<file path="config.mk">
export PLATFORM = sky130hd
export DESIGN_NAME = hub75_frame_buffer
export DESIGN_NICKNAME = d
export VERILOG_FILES = /design/src/rtl/hub75_pkg.sv /design/src/rtl/hub75_bank_ram.sv /design/src/rtl/hub75_frame_buffer.sv
export SDC_FILE = /design/constraint.sdc
export NUM_CORES = 2
export LEC_CHECK = 0
export CAP_MARGIN = 10
export CORE_MARGIN = 2
export CORE_UTILIZATION = 57
export CTS_BUF_LIST = sky130_fd_sc_hd__clkbuf_8 sky130_fd_sc_hd__clkbuf_16
export CTS_CLUSTER_SIZE = 8
export DETAILED_ROUTE_END_ITERATION = 16
export PLACE_DENSITY = 0.76
export SLEW_MARGIN = 20
export SYNTH_ARGS = -nofsm -noshare
export SYNTH_HDL_FRONTEND = slang
export SYNTH_SLANG_ARGS = --single-unit
</file>
<file path="constraint.sdc">
create_clock -name i_clk -period 2.1 [get_ports i_clk]
set_input_delay 0.42 -clock i_clk [delete_from_list [all_inputs] [get_ports i_clk]]
set_output_delay 0.42 -clock i_clk [all_outputs]
set_load 0.005 [all_outputs]
</file>
<file path="src/rtl/hub75_pkg.sv">
// Shared types and defaults for the HUB75 ping-pong frame buffer.
package hub75_pkg;

    typedef logic [2:0] rgb_t;

    localparam int DEF_COLS = 32;
    localparam int DEF_ROWS = 16;

    typedef enum logic {
        WR_FILL = 1'b0,
        WR_FULL = 1'b1
    } wr_state_t;

endpackage

</file>
<file path="src/rtl/hub75_bank_ram.sv">
// One frame bank: single write port plus a registered dual read port returning
// the top-half and bottom-half pixels together.
module hub75_bank_ram
    import hub75_pkg::*;
#(
    parameter int COLS = DEF_COLS,
    parameter int ROWS = DEF_ROWS,
    parameter int AW   = $clog2(COLS * ROWS)
) (
    input  logic          i_clk,
    input  logic          i_we,
    input  logic [AW-1:0] i_waddr,
    input  rgb_t          i_wdata,
    input  logic          i_re,
    input  logic [AW-1:0] i_raddr_top,
    input  logic [AW-1:0] i_raddr_bot,
    output rgb_t          o_rdata_top,
    output rgb_t          o_rdata_bot
);

    rgb_t r_mem [COLS*ROWS];
    rgb_t r_rdata_top;
    rgb_t r_rdata_bot;

    // No reset on storage or read registers so the array maps onto distributed RAM.
    always_ff @(posedge i_clk) begin
        if (i_we) begin
            r_mem[i_waddr] <= i_wdata;
        end
        if (i_re) begin
            r_rdata_top <= r_mem[i_raddr_top];
            r_rdata_bot <= r_mem[i_raddr_bot];
        end
    end

    assign o_rdata_top = r_rdata_top;
    assign o_rdata_bot = r_rdata_bot;

endmodule

</file>
<file path="src/rtl/hub75_frame_buffer.sv">
// Ping-pong frame store between a raster pixel producer and the HUB75 scan driver.
// The producer fills the back bank; banks swap only on the driver's frame_done.
//
//   state   | meaning
//   --------+------------------------------------------------------------
//   WR_FILL | back bank accepting pixels in raster order, wr_ready high
//   WR_FULL | back bank holds a complete frame, waiting for frame_done
module hub75_frame_buffer
    import hub75_pkg::*;
#(
    parameter int COLS = DEF_COLS,
    parameter int ROWS = DEF_ROWS,
    parameter int CW   = 5,
    parameter int RW   = 3
) (
    input  logic          i_clk,
    input  logic          i_rst,
    input  logic          i_wr_valid,
    output logic          o_wr_ready,
    input  logic          i_wr_sof,
    input  rgb_t          i_wr_rgb,
    input  logic          i_rd_en,
    input  logic [RW-1:0] i_rd_row,
    input  logic [CW-1:0] i_rd_col,
    output rgb_t          o_rd_top_rgb,
    output rgb_t          o_rd_bot_rgb,
    output logic          o_rd_valid,
    input  logic          i_frame_done,
    output logic          o_swap_pulse,
    output logic          o_pending
);

    localparam int NPIX = COLS * ROWS;
    localparam int AW   = $clog2(NPIX);
    localparam int YW   = $clog2(ROWS);
    localparam int HALF = ROWS / 2;

    wr_state_t       r_state;
    logic [CW-1:0]   r_wx;
    logic [YW-1:0]   r_wy;
    logic            r_front_sel;
    logic            r_front_loaded;
    logic            r_pending;
    logic            r_wr_ready;
    logic            r_swap_pulse;

    logic            r_rd_valid;
    logic            r_rd_sel;
    logic            r_rd_loaded;

    logic            w_wr_fire;
    logic            w_wx_last;
    logic            w_wy_last;
    logic [AW-1:0]   w_waddr;
    logic [AW-1:0]   w_raddr_top;
    logic [AW-1:0]   w_raddr_bot;
    logic [1:0]      w_we;
    logic [1:0]      w_re;
    rgb_t            w_top [2];
    rgb_t            w_bot [2];
    rgb_t            w_sel_top;
    rgb_t            w_sel_bot;

    assign w_wr_fire = i_wr_valid & r_wr_ready;
    assign w_wx_last = (r_wx == CW'(COLS - 1));
    assign w_wy_last = (r_wy == YW'(ROWS - 1));

    // A start-of-frame pixel always lands at (0,0), whatever the counters say.
    assign w_waddr     = i_wr_sof ? '0 : (AW'(r_wy) * AW'(COLS) + AW'(r_wx));
    assign w_raddr_top = AW'(i_rd_row) * AW'(COLS) + AW'(i_rd_col);
    assign w_raddr_bot = (AW'(i_rd_row) + AW'(HALF)) * AW'(COLS) + AW'(i_rd_col);

    // Writes go to the back bank, reads to the front bank: never the same bank.
    assign w_we[0] = w_wr_fire &  r_front_sel;
    assign w_we[1] = w_wr_fire & ~r_front_sel;
    assign w_re[0] = i_rd_en   & ~r_front_sel;
    assign w_re[1] = i_rd_en   &  r_front_sel;

    for (genvar g = 0; g < 2; g++) begin : g_bank
        hub75_bank_ram #(
            .COLS (COLS),
            .ROWS (ROWS),
            .AW   (AW)
        ) u_bank (
            .i_clk       (i_clk),
            .i_we        (w_we[g]),
            .i_waddr     (w_waddr),
            .i_wdata     (i_wr_rgb),
            .i_re        (w_re[g]),
            .i_raddr_top (w_raddr_top),
            .i_raddr_bot (w_raddr_bot),
            .o_rdata_top (w_top[g]),
            .o_rdata_bot (w_bot[g])
        );
    end

    always_ff @(posedge i_clk or posedge i_rst) begin
        if (i_rst) begin
            r_state        <= WR_FILL;
            r_wx           <= '0;
            r_wy           <= '0;
            r_front_sel    <= 1'b0;
            r_front_loaded <= 1'b0;
            r_pending      <= 1'b0;
            r_wr_ready     <= 1'b1;
            r_swap_pulse   <= 1'b0;
        end else begin
            r_swap_pulse <= 1'b0;
            case (r_state)
                WR_FILL: begin
                    if (w_wr_fire) begin
                        if (i_wr_sof) begin
                            r_wx <= CW'(1);
                            r_wy <= '0;
                        end else if (w_wx_last && w_wy_last) begin
                            r_state    <= WR_FULL;
                            r_pending  <= 1'b1;
                            r_wr_ready <= 1'b0;
                        end else if (w_wx_last) begin
                            r_wx <= '0;
                            r_wy <= r_wy + 1'b1;
                        end else begin
                            r_wx <= r_wx + 1'b1;
                        end
                    end
                end
                WR_FULL: begin
                    if (i_frame_done) begin
                        r_state        <= WR_FILL;
                        r_front_sel    <= ~r_front_sel;
                        r_front_loaded <= 1'b1;
                        r_pending      <= 1'b0;
                        r_wr_ready     <= 1'b1;
                        r_wx           <= '0;
                        r_wy           <= '0;
                        r_swap_pulse   <= 1'b1;
                    end
                end
                default: begin
                    r_state <= WR_FILL;
                end
            endcase
        end
    end

    // Bank choice is frozen with the request, so a read racing a swap sees the old front.
    always_ff @(posedge i_clk or posedge i_rst) begin
        if (i_rst) begin
            r_rd_valid  <= 1'b0;
            r_rd_sel    <= 1'b0;
            r_rd_loaded <= 1'b0;
        end else begin
            r_rd_valid <= i_rd_en;
            if (i_rd_en) begin
                r_rd_sel    <= r_front_sel;
                r_rd_loaded <= r_front_loaded;
            end
        end
    end

    assign w_sel_top = r_rd_sel ? w_top[1] : w_top[0];
    assign w_sel_bot = r_rd_sel ? w_bot[1] : w_bot[0];

    // RAM read registers are unreset, so blank the outputs until a frame has been shown.
    assign o_rd_top_rgb = (r_rd_valid && r_rd_loaded) ? w_sel_top : '0;
    assign o_rd_bot_rgb = (r_rd_valid && r_rd_loaded) ? w_sel_bot : '0;
    assign o_rd_valid   = r_rd_valid;
    assign o_wr_ready   = r_wr_ready;
    assign o_swap_pulse = r_swap_pulse;
    assign o_pending    = r_pending;

endmodule

</file>
Word level (Yosys, flattened, before mapping). Memory sizes are Yosys's and may differ from the RTL's. A register that Yosys moved wholly into a read port is not among the register bits. Index checks and enable logic that the tools add are counted. Widths: inputs -> output; s select.

Add/sub/neg operators: 6. $mul: 0. Divide/modulo/power cells: 0. Magnitude comparators: 0. Equality and inequality tests: 8. Shift operators: 0. Multiplexer cells: 38. Bitwise operators: 7. Reductions and logical operators: 6.

Operators with widths (count): $mux 5 (5); $mux 4 (5); $add 9x5->9 (2); $mux 1 (18); $mux 3 (4); $pmux 5 s2 (1); $add 8x5->9 (1); $mux 9 (1); $ne 2x2->1 const B (4); $pmux 4 s2 (1); $reduce_and 4->1 (2); $ne 3x3->1 const B (2); $pmux 1 s2 (3); $add 5x1->5 const B (1); $and 1x1->1 (5); $eq 5x5->1 const B (1); $add 3x4->4 const B (1); $add 4x1->4 const B (1); $eq 4x4->1 const B (1); $reduce_and 3->1 (1); $logic_and 1x1->1 (2); $not 1->1 (2); $reduce_and 2->1 (1).

Flip-flop bits (word level): 18. Latch bits: 0. Memory bits (writable): 3072. Memory bits (read-only): 0. Input bits: 17. Output and inout bits: 10. Word-level logic and storage cells: 78. Memories kept: 2.

Memories: g_bank[0].u_bank.r_mem (words 512, width 3, read ports 2, clocked after Yosys merged registers in 2, wr ports 1, line hub75_bank_ram.sv:21) `rgb_t r_mem [COLS*ROWS];`; g_bank[1].u_bank.r_mem (words 512, width 3, read ports 2, clocked after Yosys merged registers in 2, wr ports 1, line hub75_bank_ram.sv:21).

Depth between registers and ports, before layout.
Word-level depth: 6. Mapped depth: 12. Gate-level depth less buffers: 8.

Cells and area by module. Synthesis repeated with hierarchy kept, for this count alone.

Cells, all modules: 9481. Area, all modules: 151858.1 µm².

By module, submodules not included: hub75_bank_ram (times used 2, cells each 4685, area an instance 75393.6 µm²); hub75_frame_buffer (times used 1, cells each 111, area an instance 1071.0 µm²).

Worst setup path after synthesis. Ideal clock, no wire load.

Path kind: input-to-reg. Start: input i_rd_col[0]. End: register g_bank[0].u_bank.r_rdata_bot[1] (read register of g_bank[0].u_bank.r_mem) (data pin). Library setup time: 0.264 ns. Data arrival time: 2.197 ns. Required time: 1.836 ns. Path slack: -0.361 ns. Cell stages on the path: 9. Buffers on the path: 4. Path through: buf_6 -> buf_12 -> buf_6 -> buf_2 -> mux4_2 -> a221oi_1 -> o32ai_1 -> nor3_1 -> nor4_1.

Longest elaborated chain between the ends: 1.

Ends and longest elaborated chain: start: declaration (line hub75_frame_buffer.sv:24) `input logic [CW-1:0] i_rd_col,`; $add 9x5->9 (line hub75_frame_buffer.sv:71) `assign w_raddr_bot = (AW'(i_rd_row) + AW'(HALF)) * AW'(COLS) + AW'(i_rd_col);`; end: declaration (line hub75_bank_ram.sv:23) `rgb_t r_rdata_bot;`.

No other way between the ends. A chain may end at the register's enable or synchronous reset.

Worst setup path in the final report.
Start: register r_rd_sel. End: output o_rd_bot_rgb[2].

Longest elaborated chain between the ends: 2.

Ends and longest elaborated chain: start: declaration (line hub75_frame_buffer.sv:48) `logic r_rd_sel;`; start signal: assignment (line hub75_frame_buffer.sv:155) `r_rd_sel <= r_front_sel;`; $mux 3 (line hub75_frame_buffer.sv:162) `assign w_sel_bot = r_rd_sel ? w_bot[1] : w_bot[0];`; $mux 3 (line hub75_frame_buffer.sv:166) `assign o_rd_bot_rgb = (r_rd_valid && r_rd_loaded) ? w_sel_bot : '0;`; end: declaration (line hub75_frame_buffer.sv:26) `output rgb_t o_rd_bot_rgb,`.

No other way between the ends.

==> flow_summary_export.csv <==
group,metric,value,unit
timing,fin_skew,0.0651,ns
route,via_count,69700,
timing,finalWorstSetupSlack,-0.407,ns
logic_synthesis,synth_fp_nets,6498,
floorplan,row_count,170,
timing,slew_headroom,0.503,
cells_and_area,seq_area,93100,sq um
global_route,grt-ovfl-total,0,
global_route,grt_pass1_vias,71400,
logic_synthesis,syn_avg_cell_area,19.0,sq um
global_route,grt_max_degree,145,
timing,setup_violations,419,
clock_network,cts_buffers,437,
logic_synthesis,synth_edf_count,3084,
critical_path,critPathLaunchType,"flip-flop",
min_path,holdCritStartpoint,"i_rd_en",
cells_and_area,area_growth,21.5,%
clock_network,cts_tree,"built",
floorplan,die_x,468,um
route,drt_iter0_drc,10900,
power,peakVddDrop,946,uV
critical_path,cp_common_cell,"buf_6",
floorplan,start_util,0.573,
floorplan,die_area,219000,sq um
outcome,violations,"negative setup slack",
placement,place_ws,-1.56,ns
route,drc_errors,0,
critical_path,slowest_delay,0.39,ns
logic_synthesis,synth.ff_latch_count,3102,
critical_path,crit_slowest_cell,"dfrtp_1",
clock_network,cts_sinks,3102,
clock_network,cts.htree.levels,5,
cells_and_area,layout_common_cells,"3,084 x edfxtp_1, 653 x mux4_2, 496 x buf_4",
timing,grt_setup_unrepaired,"yes",
run,maxCapViolCount,0,
global_route,grt_pass1_wl,484,mm
logic_synthesis,postSynth.asyncResetShare,0.00580,
critical_path,path_cells,"buf_6 > mux2i_4 > nor2_4 > buf_6",
timing,tightest_slew,0.745,ns
critical_path,critPathLaunch,"r_rd_sel",
timing,slew_viol_final,0,
critical_path,arrival,2.09,ns
placement,dp_cells,9599,
cells_and_area,drive_above_1_share,0.380,
cells_and_area,instances_no_fill,10100,
route,drt_pass1_iterations,9,
critical_path,cp_max_fo,3,
logic_synthesis,synth_cells,6478,
critical_path,crit_path_end_kind,"primary output",
power,powerDensity,920,nW/um^2
route,antenna_left,0,
placement,place_congestion,0.914,
critical_path,r2r-start,"g_bank[1].u_bank.r_mem[372][1]",
logic_synthesis,yosysWarnings,0,
logic_synthesis,syn_area,123000,sq um
global_route,antenna_found_initial,11,
logic_synthesis,yosysUniqueCellTypes,58,
timing,fin_crit,2.51,ns
global_route,grt_usage,0.307,
cells_and_area,fin_nets,7254,
route,post_drt_via_cell_ratio,6.88,
timing,fmax,0.399,GHz
route,wire_per_inst,34.5,um
timing,fin_tns_setup,-11.68,ns
cells_and_area,multi_input_area,31600,sq um
clock_network,cts_buffer_depth,4,
floorplan,io_pins,27,
clock_network,clock_latency,1.00,ns
logic_synthesis,synthFlopType,"edfxtp_1",
power,p_leak,0.0469,uW
critical_path,required,1.68,ns
route,drt_wl_total,350,mm
cells_and_area,fillers,11900,
power,fin_total_pwr,137000,uW
placement,portBuffers,26,
logic_synthesis,ys_seq_area_frac,0.757,
cells_and_area,final_common_cell,"edfxtp_1",
clock_network,clk_pin_slew,0.05,ns
floorplan,die_y,468,um
critical_path,worst-setup-path-type,"flip-flop to primary output",
min_path,hold_class,"primary input to flip-flop",
timing,finalHoldViolations,0,
floorplan,core_area,214000,sq um
placement,dpl.hpwl,203,mm
outcome,status,"complete, but fails checks",
clock_network,cts_root_buffer,"clkbuf_16",
timing,fin_crit_sh,1.19,
[power breakdown]
group | internal, uW | switching, uW | leakage [uW]
Clock | 36800 | 24000 | 0.00573
Combinational | 3280 | 4980 | 0.0132
Sequential | 68300 | 119 | 0.0279
Total | 108000 | 29100 | 0.0469
[flip-flops by register name, summed over array words and instances (netlist names)]
name                       flops
g_bank.u_bank.o_rdata_bot      6
g_bank.u_bank.o_rdata_top      6
g_bank.u_bank.r_mem         3072
o_pending                      1
o_rd_valid                     1
o_swap_pulse                   1
o_wr_ready                     1
r_front_loaded                 1
r_front_sel                    1
r_rd_loaded                    1
r_rd_sel                       1
r_state                        1
r_wx                           5
r_wy                           4
[layout make-up]
class                      count  area share
clock buffer                 446      0.0747
multi-input combinational   2874       0.212
clock inverter                45     0.00135
inverter                       6    0.000151
tap                         2838      0.0238
antenna                        9    0.000151
timing repair buffer         813      0.0649
sequential                  3102       0.623
[through the flow]
step / hold WS, ns / utilization / cell area (sq um)
floorplan: 0.358 / - / 123000
global placement: 0.447 / 0.620 / 133000
detailed placement: 0.458 / 0.620 / 133000
CTS: 0.133 / 0.682 / 146000
global route: 0.146 / 0.697 / 149000
finish: 0.170 / 0.697 / 149000
[worst paths after layout]
kind / to / slack (ns) / cells after the start
max: o_rd_bot_rgb[2] / -0.41 / 4
min: o_rd_valid / 0.17 / 1
max reg2reg: g_bank[1].u_bank.o_rdata_bot[1] / -0.32 / 6
min reg2reg: r_front_loaded / 0.47 / 1
max in group asynchronous: o_wr_ready / 1.39 / 4
min in group asynchronous: o_rd_valid / 0.39 / 4
[cell families after synthesis]
logic type               synth area share
AO/OA/AOI/OAI                      0.0376
AND/OR/NAND/NOR                    0.0441
XOR/XNOR                        0.0000713
flip-flops                          0.757
multiplexers                        0.139
buffers and inverters              0.0214
adder cells (fa/ha/maj)          0.000305
[critical path, delay by kind of cell, from the launching register on]
kind	cells	cell delay [ns]
flip-flops	1	0.39
buffers and inverters	2	0.30
AND/OR/NAND/NOR	1	0.22
multiplexers	1	0.21
[layer usage]
layer / GRT usage / part of all wire / wire [um] / up-vias
met5: 0 / 0.000097 / 34 / -
met4: 0.162 / 0.066 / 23200 / 6
met3: 0.0816 / 0.13 / 46000 / 1180
met2: 0.486 / 0.47 / 166000 / 5377
met1: 0.393 / 0.33 / 115000 / 35500
li1: - / - / - / 27600
[what timing repair did]
item / 4_1_cts / 5_1_grt
gates resized for setup: 549 / 716
pin swaps: 47 / 70
cloned: 5 / 20
buffers inserted: 11 / 2
endpoints found under the setup margin: 1316 / 1944
hold buffers: 4 / 0
endpoints found under the hold margin: 80 / 0
[cell usage after synthesis (4+ instances only)]
| library cell | count | area share |
|---|---|---|
| a22o_1 | 20 | 0.0014 |
| a2111oi_0 | 7 | 0.00050 |
| dfrtp_1 | 17 | 0.0035 |
| edfxtp_1 | 3084 | 0.75 |
| mux4_1 | 29 | 0.0062 |
| a31oi_1 | 11 | 0.00056 |
| or2_2 | 5 | 0.00025 |
| nand2b_1 | 10 | 0.00051 |
| inv_1 | 5 | 0.00015 |
| mux2i_1 | 189 | 0.015 |
| nand2_1 | 103 | 0.0031 |
| buf_6 | 31 | 0.0028 |
| a22oi_1 | 248 | 0.015 |
| nor2b_1 | 18 | 0.00092 |
| a21oi_1 | 146 | 0.0059 |
| buf_12 | 7 | 0.0011 |
| and3b_1 | 4 | 0.00028 |
| o22ai_1 | 31 | 0.0016 |
| o21bai_1 | 4 | 0.00024 |
| a21boi_0 | 23 | 0.0014 |
| o221ai_1 | 50 | 0.0036 |
| and3_1 | 4 | 0.00020 |
| nor3_1 | 36 | 0.0015 |
| nor3b_1 | 8 | 0.00049 |
| nand3_1 | 18 | 0.00073 |
| nor4_1 | 48 | 0.0024 |
| clkbuf_1 | 241 | 0.0074 |
| a211oi_1 | 34 | 0.0021 |
| nand3b_1 | 5 | 0.00031 |
| mux4_2 | 642 | 0.12 |
| buf_4 | 48 | 0.0029 |
| buf_8 | 9 | 0.0011 |
| o32ai_1 | 16 | 0.0011 |
| buf_1 | 61 | 0.0019 |
| buf_2 | 99 | 0.0040 |
| o21ai_0 | 44 | 0.0018 |
| a221oi_1 | 18 | 0.0013 |
| nor2_1 | 1075 | 0.033 |
Note: power is estimated with default switching activity, not from simulation.
